`src/rtl/alu_issue_stage.sv`:
```
// ID/EX pipeline register and operand select ahead of the ALU: forwards from the
// EX result and the MEM/WB write port, and inserts one bubble per load-use hazard.
module alu_issue_stage #(
   parameter int unsigned DATA_WIDTH     = 32,
   parameter int unsigned CTRL_WIDTH     = 6,
   parameter int unsigned SHAMT_WIDTH    = 5,
   parameter int unsigned REG_ADDR_WIDTH = 5
) (
   input  logic                        clk,
   input  logic                        rst,
   input  logic                        in_valid,
   output logic                        in_ready,
   input  logic [CTRL_WIDTH-1:0]       in_ctrl,
   input  logic [SHAMT_WIDTH-1:0]      in_shamt,
   input  logic [REG_ADDR_WIDTH-1:0]   in_a_addr,
   input  logic [REG_ADDR_WIDTH-1:0]   in_b_addr,
   input  logic                        in_a_used,
   input  logic                        in_b_used,
   input  logic [DATA_WIDTH-1:0]       in_a_data,
   input  logic [DATA_WIDTH-1:0]       in_b_data,
   input  logic                        in_use_imm,
   input  logic [DATA_WIDTH-1:0]       in_imm,
   input  logic [REG_ADDR_WIDTH-1:0]   in_rd_addr,
   input  logic                        in_wr_en,
   input  logic                        in_is_load,
   input  logic                        flush,
   input  logic                        ex_stall,
   input  logic [DATA_WIDTH-1:0]       alu_result,
   input  logic                        mem_wr_en,
   input  logic [REG_ADDR_WIDTH-1:0]   mem_wr_addr,
   input  logic [DATA_WIDTH-1:0]       mem_wr_data,
   output logic [2*DATA_WIDTH-1:0]     alu_data_in,
   output logic [CTRL_WIDTH-1:0]       alu_ctrl,
   output logic [SHAMT_WIDTH-1:0]      alu_shamt,
   output logic                        out_valid,
   output logic [REG_ADDR_WIDTH-1:0]   out_rd_addr,
   output logic                        out_wr_en,
   output logic                        out_is_load
);

   logic [DATA_WIDTH-1:0]     op_a_d, op_a_q, op_b_d, op_b_q, sel_a, sel_b;
   logic [CTRL_WIDTH-1:0]     ctrl_d, ctrl_q;
   logic [SHAMT_WIDTH-1:0]    shamt_d, shamt_q;
   logic [REG_ADDR_WIDTH-1:0] rd_addr_d, rd_addr_q;
   logic                      valid_d, valid_q, wr_en_d, wr_en_q, is_load_d, is_load_q;
   logic                      ex_fwd_ok, hazard, a_hit, b_hit;

   // A load in EX has no result yet, so it is never a forwarding source.
   assign ex_fwd_ok = valid_q && wr_en_q && !is_load_q;

   function automatic logic [DATA_WIDTH-1:0] fwd_sel(
      input logic                      used,
      input logic [REG_ADDR_WIDTH-1:0] addr,
      input logic [DATA_WIDTH-1:0]     rf_data,
      input logic                      ex_ok,
      input logic [REG_ADDR_WIDTH-1:0] ex_addr,
      input logic [DATA_WIDTH-1:0]     ex_data,
      input logic                      wb_en,
      input logic [REG_ADDR_WIDTH-1:0] wb_addr,
      input logic [DATA_WIDTH-1:0]     wb_data
   );
      logic [DATA_WIDTH-1:0] res;
      res = rf_data;
      if (used && addr != '0) begin
         if (ex_ok && ex_addr == addr) begin
            res = ex_data;
         end else if (wb_en && wb_addr == addr) begin
            res = wb_data;
         end
      end
      return res;
   endfunction

   always_comb begin
      sel_a = fwd_sel(in_a_used, in_a_addr, in_a_data, ex_fwd_ok, rd_addr_q, alu_result,
                      mem_wr_en, mem_wr_addr, mem_wr_data);
      sel_b = fwd_sel(in_b_used, in_b_addr, in_b_data, ex_fwd_ok, rd_addr_q, alu_result,
                      mem_wr_en, mem_wr_addr, mem_wr_data);
      if (in_use_imm) begin
         sel_b = in_imm;
      end
   end

   assign a_hit  = in_a_used && in_a_addr == rd_addr_q;
   assign b_hit  = in_b_used && !in_use_imm && in_b_addr == rd_addr_q;
   assign hazard = in_valid && valid_q && is_load_q && wr_en_q && rd_addr_q != '0 &&
                   (a_hit || b_hit);

   assign in_ready = !rst && (flush || (!ex_stall && !hazard));

   always_comb begin
      valid_d   = valid_q;
      op_a_d    = op_a_q;
      op_b_d    = op_b_q;
      ctrl_d    = ctrl_q;
      shamt_d   = shamt_q;
      rd_addr_d = rd_addr_q;
      wr_en_d   = wr_en_q;
      is_load_d = is_load_q;
      if (flush || (!ex_stall && (hazard || !in_valid))) begin
         valid_d   = 1'b0;
         op_a_d    = '0;
         op_b_d    = '0;
         ctrl_d    = '0;
         shamt_d   = '0;
         rd_addr_d = '0;
         wr_en_d   = 1'b0;
         is_load_d = 1'b0;
      end else if (!ex_stall) begin
         valid_d   = 1'b1;
         op_a_d    = sel_a;
         op_b_d    = sel_b;
         ctrl_d    = in_ctrl;
         shamt_d   = in_shamt;
         rd_addr_d = in_rd_addr;
         wr_en_d   = in_wr_en;
         is_load_d = in_is_load;
      end
   end

   always_ff @(posedge clk) begin
      if (rst) begin
         valid_q   <= 1'b0;
         op_a_q    <= '0;
         op_b_q    <= '0;
         ctrl_q    <= '0;
         shamt_q   <= '0;
         rd_addr_q <= '0;
         wr_en_q   <= 1'b0;
         is_load_q <= 1'b0;
      end else begin
         valid_q   <= valid_d;
         op_a_q    <= op_a_d;
         op_b_q    <= op_b_d;
         ctrl_q    <= ctrl_d;
         shamt_q   <= shamt_d;
         rd_addr_q <= rd_addr_d;
         wr_en_q   <= wr_en_d;
         is_load_q <= is_load_d;
      end
   end

   assign alu_data_in = {op_b_q, op_a_q};
   assign alu_ctrl    = ctrl_q;
   assign alu_shamt   = shamt_q;
   assign out_valid   = valid_q;
   assign out_rd_addr = rd_addr_q;
   assign out_wr_en   = wr_en_q;
   assign out_is_load = is_load_q;

endmodule

```
`config.mk`:
```
export PLATFORM = sky130hd
export DESIGN_NAME = alu_issue_stage
export DESIGN_NICKNAME = d
export VERILOG_FILES = /design/src/rtl/alu_issue_stage.sv
export SDC_FILE = /design/constraint.sdc
export NUM_CORES = 1
export LEC_CHECK = 0
export ABC_CLOCK_PERIOD_IN_PS = 2800
export BUFFER_PORTS_ARGS = -buffer_cell sky130_fd_sc_hd__buf_2
export CORE_MARGIN = 3
export CORE_UTILIZATION = 35
export CTS_BUF_LIST = sky130_fd_sc_hd__clkbuf_16
export DETAILED_ROUTE_END_ITERATION = 10
export PLACE_DENSITY = 0.65
export SLEW_MARGIN = 20
export SYNTH_ARGS = -nofsm -noshare
export SYNTH_HDL_FRONTEND = slang
export SYNTH_SLANG_ARGS = --single-unit
export TNS_END_PERCENT = 10
```
`constraint.sdc`:
```
create_clock -name clk -period 2.8 [get_ports clk]
set_input_delay 0.42 -clock clk [delete_from_list [all_inputs] [get_ports clk]]
set_output_delay 0.42 -clock clk [all_outputs]
set_load 0.1 [all_outputs]
```
==> run_results.csv, run 1 <==
group,metric,value,unit
power,power_density,449,mW/mm^2
sta,hold_viol_final,0,
global_routing,track_usage,24.6,%
worst_setup_path,end_kind,"primary output",
worst_setup_path,critPathLaunchType,"flop",
sta,setup_viol,0,
cells_and_area,area_growth,36.6,%
synth,syn_area,0.00528,sq mm
cells_and_area,antennaDiodeCount,0,
status,status,"complete, no violations",
clock_tree,cts_sinks,83,
sta,whs,0.300,ns
global_routing,grt_pass1_wl,31800,microns
synth,ys_seq_area_share,31.5,%
cells_and_area,stdcell_area,0.00720,sq mm
routing,wire_per_inst,19.2,microns
synth,synth_top_family_by_area,"compound AO/OA/AOI/OAI gates",
die,die_area,0.0166,sq mm
worst_setup_path,crit_type,"flop to primary output",
routing,dr.pass1.iters,5,
global_routing,grt_max_degree,45,
cells_and_area,drive_above_1_share,42.9,%
synth,synthTopCellsByArea,"dfxtp_1 (31%), a221oi_2 (8.5%), nand2_1 (7.0%), mux2_2 (6.8%), a21oi_1 (6.3%)",
synth,synth-warning-count,0,
synth,synth_compound_area_share,30.0,%
worst_setup_path,cp.required,2.38,ns
clock_tree,clkSlewWorstSetupHoldPaths,0.07,ns
synth,synth.area.mux_share,10.4,%
routing,drt_iter0_drc,494,
clock_tree,postCtsSetupBuffers,0,
routing,viasPerCell,5.43,
clock_tree,tritoncts,"built",
place,gp_congestion,0.834,
worst_setup_path,cp.arrival,2.24,ns
sta,slew_headroom,44.7,%
clock_tree,insertion_delay,0.35,ns
die,dieWidth,129,microns
synth,synthAdderAreaFrac,0,%
routing,antenna_left,0,
clock_tree,cts-hold-fix-buffers,0,
worst_setup_path,cp_max_fo,5,
synth,synthCells,658,
synth,synthSimpleGateAreaFrac,19.4,%
global_routing,first_global_vias,5893,
die,fp.dieH,129,microns
synth,synth_xor_area_share,3.32,%
die,start_util,36.0,%
sta,fin_crit_sh,95.1,%
place,placed_area,0.00690,sq mm
power,max-vdd-ir-drop,272,uV
sta,slew_viol_final,0,
synth,syn-mean-instance-area,8.02,sq um
place,port_buffers,285,
place,place.detailed.hpwl,15400,microns
cells_and_area,layout_common_cells,"buf_2 (284), nand2_1 (98), dfxtp_1 (83), a21oi_1 (66), nor2_1 (54)",
cells_and_area,layout_commonest_cell,"buf_2",
global_routing,overflow,0,
routing,vias,5992,
synth,synth_top_area_share,31.5,%
cells_and_area,fillers,1482,
clock_tree,cts_max_path_buffers,2,
job,drv_cap,0,
min_path,hp-class,"input port to flop",
power,leakagePower,0.00354,uW
synth,postSynthNetCount,860,
clock_tree,root_buffer,"clkbuf_16",
sta,fin_crit,2.66,ns
sta,fin_skew,0.00710,ns
cells_and_area,multi_input_area,0.00338,sq mm
cells_and_area,nets,1117,
sta,fmax,376,MHz
clock_tree,cts_htree_levels,3,
routing,drt-total-wl,21200,microns
die,row_count,44,
synth,ys_ff_latch,83,
sta,worst_pin_slew,0.827,ns
synth,synth_cell_types,36,
cells_and_area,regArea,0.00166,sq mm
clock_tree,cts_buffers,9,
global_routing,antenna_found_initial,1,
die,io_pins,286,
power,finalPower,3240,uW
routing,drc,0,
die,core_area,0.0146,sq mm
synth,synth_area_leader_cell,"dfxtp_1",
[final timing paths]
check,start,to,slack (ns),cells after the start
worst max-delay path,out_rd_addr[3]$_SDFFE_PP0N_,in_ready,0.14,7
worst min-delay path,in_shamt[3],alu_shamt[3]$_SDFFE_PP0N_,0.30,3
worst min register to register,op_b_q[2]$_SDFFE_PP0N_,op_b_q[2]$_SDFFE_PP0N_,0.46,2
worst max register to register,out_rd_addr[3]$_SDFFE_PP0N_,op_b_q[15]$_SDFFE_PP0N_,0.58,6
[Yosys cell counts]
master,instances
nor4b_1,1
o21a_1,1
nand4_1,4
a21oi_1,66
nor3_1,35
inv_1,4
nor2_1,56
o221ai_1,1
a21o_1,31
nand2_1,98
nor3b_1,1
a221oi_1,2
o21ai_1,30
a221oi_2,30
dfxtp_1,83
o211ai_1,3
a31o_2,1
o21ai_0,2
o211a_1,31
or3_1,1
xnor2_1,11
and3_1,2
buf_1,1
xor2_1,9
or2_2,2
nor4_1,1
or4_1,2
a21boi_4,1
buf_6,3
clkbuf_1,44
mux2_2,32
o21bai_1,1
buf_2,13
mux2i_1,19
nand3_1,35
a211oi_1,1
[through the flow]
step	cells	util (%)	setup slack [ns]	TNS (ns)
detailed placement	1088	47.1	0.406	0
finish	1104	49.2	0.137	0
CTS	1104	49.2	0.124	0
global route	1104	49.2	-0.0000364	-0.0000364
floorplan	658	-	0.111	0
global placement	1088	47.1	0.419	0
[repair_timing]
item / CTS / global route
resized for setup: 0 / 1
endpoints found under the hold margin: 0 / 0
setup endpoints to repair: 0 / 1
[layout make-up]
type	instances	share of cell area, %
multi-input cells	510	46.9
inverters	4	0.208
well taps	184	3.20
flip-flops and latches	83	23.1
clock inverters	7	1.04
clock buffers	9	3.13
repair buffers	307	22.5
[registers in the layout, indices dropped and copies added, names as in the netlist]
name	cells
out_valid	1
alu_ctrl	6
alu_shamt	5
out_wr_en	1
out_is_load	1
op_b_q	32
out_rd_addr	5
op_a_q	32
[metal layers]
metal  vias up  global-route usage (%)  part of all wire, %
met5         -                       0                0.061
met4         2                    10.5                  3.3
met3        48                    4.90                  7.3
met2       278                    40.6                   47
met1      2776                    31.1                   42
li1       2888                       -                    -
[worst max-delay path: stages, from the launching register on]
cell and delay [ns]:
dfxtp_1 0.47, xnor2_1 0.17, nand3_1 0.18, nor4b_2 0.33
o21ai_0 0.15, a21oi_1 0.26, nor2_4 0.04, buf_2 0.29
[cell families (layout without fill, tap and decap cells)]
kind of cell | after synthesis | after routing
muxes | 51 | 51
DFF | 83 | 83
buffers and inverters | 65 | 327
xor gates and xnor gates | 20 | 20
and+or+nand+nor | 238 | 238
AOI/OAI and AO/OA | 201 | 201
[report_power, final]
part           total [uW]  switching (uW)  leakage (uW)  internal (uW)
combinational         766             520       0.00272            245
clock                1240             541      0.000140            697
sequential           1230            19.4      0.000674           1210
total                3240            1080       0.00354           2160
No activity file was read; power rests on OpenSTA's default activity.
==> run 2, diff against run 1 <==
--- a/config.mk
+++ b/config.mk
@@ -5,13 +5,13 @@
 export SDC_FILE = /design/constraint.sdc
 export NUM_CORES = 1
 export LEC_CHECK = 0
+export ABC_AREA = 1
 export ABC_CLOCK_PERIOD_IN_PS = 2800
 export BUFFER_PORTS_ARGS = -buffer_cell sky130_fd_sc_hd__buf_2
 export CORE_MARGIN = 3
 export CORE_UTILIZATION = 35
 export CTS_BUF_LIST = sky130_fd_sc_hd__clkbuf_16
 export DETAILED_ROUTE_END_ITERATION = 10
-export PLACE_DENSITY = 0.65
 export SLEW_MARGIN = 20
 export SYNTH_ARGS = -nofsm -noshare
 export SYNTH_HDL_FRONTEND = slang
==> run 2 against run 1 <==
Net effect: cell area increased by 26%; worst setup slack improved by 0.27 ns; global-route usage increased by 0.66 points; die area increased by 36%; largest cell class unchanged; sequential share of layout area decreased by 4.8 points; combinational power increased by 68%; register-to-register slack improved by 0.14 ns; utilization decreased by 4.4 points.
==> run_results.csv, run 2 <==
group,metric,value,unit
place,place_ws,0.615,ns
global_routing,antenna_found_initial,7,
worst_setup_path,rrSetupSlack,0.72,ns
cells_and_area,finalNonFillerCells,1661,
synth,synth_edf_count,0,
sta,slew_headroom,26.8,%
synth,yosysMostFrequentCell,"nand2_1",
worst_setup_path,worst-path-buf-inv,1,
sta,rsz0062_at_grt,"no",
routing,dr.pass1.iters,6,
worst_setup_path,cp.required,2.38,ns
clock_tree,tritoncts,"built",
sta,fmax,418,MHz
worst_setup_path,crit_slowest_cell,"dfxtp_1",
worst_setup_path,crit_chain,"xor2_1, nor2_4, nand4_1, nand2_1, nand2_1, a21oi_1, nor2_4, buf_2",
power,max-vdd-ir-drop,270,uV
place,placed_cells,1641,
sta,setup_viol,0,
cells_and_area,area_growth,25.3,%
worst_setup_path,end_kind,"primary output",
worst_setup_path,cp_top_family,"flip-flops",
min_path,hp-class,"input port to flop",
global_routing,grt_pass1_wl,44600,microns
clock_tree,cts-hold-fix-buffers,0,
synth,yosys_most_used_dff,"dfxtp_1",
clock_tree,postCtsSetupBuffers,0,
routing,drc,0,
routing,viasPerCell,5.14,
clock_tree,cts_max_path_buffers,2,
worst_setup_path,max_stage_delay,0.48,ns
routing,wire_per_inst,17.8,microns
cells_and_area,final_util,44.8,%
place,port_buffers,285,
synth,synth_top_area_share,22.9,%
power,power_density,418,mW/mm^2
synth,syn-mean-instance-area,6.27,sq um
die,fp.dieH,150,microns
place,gp_congestion,0.924,
die,start_util,35.8,%
synth,syn_area,0.00726,sq mm
status,status,"complete, no violations",
die,row_count,52,
sta,worst_pin_slew,1.10,ns
global_routing,track_usage,25.2,%
clock_tree,cts_sinks,83,
worst_setup_path,cp.arrival,1.97,ns
synth,ys_ff_latch,83,
clock_tree,cts_resized,0,
routing,vias,8541,
routing,antenna_left,0,
cells_and_area,layout_commonest_cell,"nand2_1",
clock_tree,insertion_delay,0.35,ns
sta,tns,0,ns
worst_setup_path,cp_max_fo,5,
routing,drt_iter0_drc,937,
synth,synthArstFlopShare,0,%
cells_and_area,layout_common_cells,"nand2_1 (309), buf_2 (285), nand3_1 (172), inv_1 (115)",
die,io_pins,286,
clock_tree,cts_htree_levels,3,
worst_setup_path,crit_type,"flop to primary output",
cells_and_area,drive_above_1_share,37.9,%
sta,fin_ws,0.408,ns
die,core_area,0.0203,sq mm
worst_setup_path,critPathLaunchType,"flop",
sta,hold_viol_final,0,
global_routing,first_global_vias,7768,
sta,fin_skew,0.00794,ns
synth,synth_common_cells,"nand2_1 (309), nand3_1 (172), inv_1 (115), a21oi_1 (85), dfxtp_1 (83)",
place,place.detailed.hpwl,21900,microns
synth,synth-warning-count,0,
sta,fin_crit_sh,85.4,%
synth,synth_cell_types,27,
die,die_area,0.0225,sq mm
global_routing,grt_max_degree,67,
clock_tree,cts_buffers,9,
synth,synth_area_leader_cell,"dfxtp_1",
power,leakagePower,0.00476,uW
synth,synthCells,1158,
synth,ys_seq_area_share,22.9,%
clock_tree,clkSlewWorstSetupHoldPaths,0.07,ns
clock_tree,root_buffer,"clkbuf_16",
global_routing,overflow,0,
job,drv_cap,0,
cells_and_area,nets,1584,
synth,postSynthNetCount,1360,
sta,slew_viol_final,0,
die,dieWidth,150,microns
routing,drt-total-wl,29600,microns
synth,synthTopCellsByArea,"dfxtp_1 (23%), nand2_1 (16%), nand3_1 (12%), nand3_2 (8.3%), a21oi_2 (7.2%)",
sta,fin_crit,2.39,ns
-- run 2: cell types whose count changed after synthesis, sizes merged, moves of 33 or more --
cell	change
or2	+62
inv	+116
nand4	+63
nor2	-33
nand3	+197
a21oi	+79
nand2	+213
-- run 2: final cells by class --
class | count | area (sq um)
fillers | 2216 | 11200
clock buffers | 9 | 225
flip-flops and latches | 83 | 1660
repair buffers | 309 | 1670
diodes | 4 | 10.0
multi-input cells | 859 | 4670
inverters | 120 | 452
clock inverters | 7 | 76.3
well taps | 270 | 338
-- run 2: worst reg2reg max path: stages (launching register included) --
cell	delay, ns
dfxtp_1	0.48
xor2_1	0.27
nor2_4	0.05
nand4_1	0.08
nand2_1	0.06
nand2_1	0.07
nand2_1	0.08
nand2_4	0.34
nand2_2	0.34
a21oi_1	0.22
-- run 2: logic make-up (layout without fill, tap and decap cells) --
family,count (synthesis),count (layout),share of synthesized area (%)
AND/OR/NAND/NOR,702,702,49.4
buffers and inverters,216,445,13.5
AO/OA/AOI/OAI,153,153,13.7
flip-flops,83,83,22.9
XOR/XNOR,4,4,0.483
other,0,4,0
-- run 2: through the flow --
step / hold slack (ns) / total power [uW] / area, sq um
floorplan: 0.564 / 2180 / 7270
global placement: 0.450 / 2560 / 8790
detailed placement: 0.452 / 2560 / 8790
CTS: 0.301 / 3820 / 9090
global route: 0.304 / 3980 / 9090
finish: 0.309 / 3800 / 9100
-- run 2: routing by layer --
layer | GRT usage (%) | up-vias | wire length, microns
li1 | - | 4259 | -
met1 | 36.8 | 3799 | 13500
met2 | 36.9 | 422 | 12400
met3 | 6.45 | 53 | 3000
met4 | 6.22 | 8 | 661
met5 | 0 | - | 43
-- run 2: path summary, 6_finish.rpt --
kind	start	endpoint	cells after the start
setup / recovery	out_rd_addr[4]$_SDFFE_PP0N_	in_ready	8
hold / removal	in_ctrl[5]	alu_ctrl[5]$_SDFFE_PP0N_	3
setup reg to reg	out_rd_addr[4]$_SDFFE_PP0N_	alu_ctrl[2]$_SDFFE_PP0N_	9
hold reg to reg	alu_ctrl[5]$_SDFFE_PP0N_	alu_ctrl[5]$_SDFFE_PP0N_	2
-- run 2: power by group --
| part | total, uW | switching [uW] | internal (uW) |
|---|---|---|---|
| clock network | 1270 | 568 | 699 |
| logic | 1290 | 923 | 368 |
| registers | 1250 | 24.0 | 1220 |
==> run 3, diff against run 2 <==
--- a/config.mk
+++ b/config.mk
@@ -12,6 +12,7 @@
 export CORE_UTILIZATION = 35
 export CTS_BUF_LIST = sky130_fd_sc_hd__clkbuf_16
 export DETAILED_ROUTE_END_ITERATION = 10
+export GPL_TIMING_DRIVEN = 0
 export SLEW_MARGIN = 20
 export SYNTH_ARGS = -nofsm -noshare
 export SYNTH_HDL_FRONTEND = slang
==> run 3 against run 2 <==
Net effect: final cell count rose by 4.2%; routed wire length increased by 2.7%; clock power down 4%; first-iteration DRC count shrank 23%; sequential cell count unchanged; cell area grew 2.4%; non-clock buffer count rose by 70; via count up 1.7%; critical endpoint unchanged; largest power group unchanged.
==> run_results.csv, run 3 (same netlist as run 2, synthesis figures left out) <==
group,metric,value,unit
clock_tree,cts_max_path_buffers,2,
clock_tree,cts_sinks,83,
clock_tree,cts_htree_levels,3,
global_routing,grt_pass1_wl,45400,microns
routing,drt_iter0_drc,719,
cells_and_area,drive_above_1_share,36.7,%
global_routing,grt_util_met2,40.1,%
min_path,worstHoldPathCells,3,
place,place.detailed.hpwl,25200,microns
worst_setup_path,max_stage_delay,0.41,ns
global_routing,antenna_found_initial,6,
cells_and_area,area_growth,28.3,%
clock_tree,clkSlewWorstSetupHoldPaths,0.08,ns
cells_and_area,layout_commonest_cell,"nand2_1",
global_routing,overflow,0,
worst_setup_path,rrSetupSlack,0.71,ns
job,drv_cap,0,
global_routing,use_met1,36.5,%
status,status,"complete, no violations",
place,placed_area,0.00902,sq mm
min_path,worstHoldStart,"in_shamt[0]",
sta,hold_viol_final,0,
power,finalPower,3790,uW
min_path,hp-class,"input port to flop",
worst_setup_path,crit_chain,"inv_2, nand2_1, nand2_1, nor2_4, nand4_1, nand2_1, nand2_1, a21oi_1, nor2_4, buf_2",
sta,fin_crit_sh,93.1,%
worst_setup_path,worst-path-buf-inv,2,
clock_tree,insertion_delay,0.35,ns
die,row_count,52,
global_routing,first_global_vias,7979,
die,core_area,0.0203,sq mm
cells_and_area,final_util,45.9,%
global_routing,busiest_layer,"met2",
die,start_util,35.8,%
worst_setup_path,crit_slowest_cell,"dfxtp_1",
power,power_density,406,mW/mm^2
worst_setup_path,cp_top_family,"simple AND/OR/NAND/NOR gates",
sta,worst_pin_slew,0.826,ns
power,leakagePower,0.00488,uW
worst_setup_path,cp_common_cell,"nand2_1",
cells_and_area,nets,1654,
worst_setup_path,reg2reg_depth,11,
routing,wire_per_inst,17.6,microns
place,port_buffers,284,
sta,fmax,384,MHz
clock_tree,cts-hold-fix-buffers,0,
power,max-vdd-ir-drop,257,uV
clock_tree,postCtsSetupBuffers,0,
sta,setup_viol,0,
global_routing,grt_max_degree,20,
worst_setup_path,critPathLaunchType,"flop",
clock_tree,tritoncts,"built",
worst_setup_path,worstSetupStartpoint,"out_rd_addr[3]$_SDFFE_PP0N_",
min_path,holdPathEnd,"alu_shamt[0]$_SDFFE_PP0N_",
routing,viasPerCell,5.02,
worst_setup_path,end_kind,"primary output",
clock_tree,cts_buffers,9,
die,io_pins,286,
global_routing,gr-usage-met3,5.24,%
cells_and_area,layout_common_cells,"nand2_1 (309), buf_2 (308), nand3_1 (172), inv_1 (115), a21oi_1 (85)",
routing,dr.pass1.iters,5,
cells_and_area,stdcell_area,0.00932,sq mm
routing,drt-total-wl,30400,microns
sta,slew_headroom,44.9,%
routing,vias,8685,
worst_setup_path,r2r_end,"op_a_q[20]$_SDFFE_PP0N_",
cells_and_area,fillers,2248,
routing,drc,0,
die,die_area,0.0225,sq mm
sta,fin_skew,0.0104,ns
global_routing,track_usage,26.1,%
clock_tree,root_buffer,"clkbuf_16",
worst_setup_path,crit_type,"flop to primary output",
sta,fin_crit,2.61,ns
sta,rsz0062_at_grt,"no",
clock_tree,cts_resized,0,
die,fp.dieH,150,microns
die,dieWidth,150,microns
worst_setup_path,cp.arrival,2.19,ns
worst_setup_path,reg2reg_from,"out_rd_addr[1]$_SDFFE_PP0N_",
routing,antenna_left,0,
sta,slew_viol_final,0,
worst_setup_path,cp_max_fo,7,
place,gp_congestion,0.909,
worst_setup_path,cp.required,2.38,ns
run 3: metrics by stage:
step	setup TNS, ns	hold WS (ns)	setup slack (ns)	instances
after CTS	0	0.297	0.191	1727
after detailed placement	-0.180	0.455	-0.180	1712
after floorplan	0	0.564	0.266	1158
after global placement	-0.168	0.451	-0.168	1712
after global routing	0	0.296	0.0188	1728
final	0	0.303	0.194	1731
run 3: worst reg2reg max path: cells and delay by family (launching register included):
kind | cells | cell delay [ns]
simple gates | 7 | 0.88
buf+inv | 3 | 0.61
flops | 1 | 0.39
compound gates | 1 | 0.15
run 3: area by class of cell:
| cell class | instances | area (sq um) | share of cell area (%) |
|---|---|---|---|
| multi-input cells | 859 | 4620 | 49.6 |
| repair buffers | 284 | 1420 | 15.3 |
| clock buffers | 9 | 225 | 2.42 |
| clock inverters | 7 | 58.8 | 0.631 |
| inverters | 120 | 450 | 4.84 |
| flip-flops and latches | 83 | 1660 | 17.8 |
| well taps | 270 | 338 | 3.63 |
| plain buffers | 95 | 527 | 5.65 |
| diodes | 4 | 10.0 | 0.107 |
run 3: worst max path at each step:
stage | endpoint | slack (ns) | depth (start not counted)
after global placement | in_ready | -0.17 | 7
final | in_ready | 0.19 | 10
after floorplan | in_ready | 0.27 | 7
after detailed placement | in_ready | -0.18 | 7
after global routing | in_ready | 0.02 | 10
after CTS | in_ready | 0.19 | 10
run 3: layer usage:
layer,wire length [microns],vias to the layer above
met5,29,-
met3,2300,55
met4,829,8
met1,14000,3868
met2,13300,349
li1,-,4405
run 3: power breakdown:
| part | total [uW] | internal, uW | switching [uW] |
|---|---|---|---|
| combinational | 1320 | 386 | 935 |
| clock | 1220 | 619 | 600 |
| sequential | 1250 | 1220 | 22.8 |
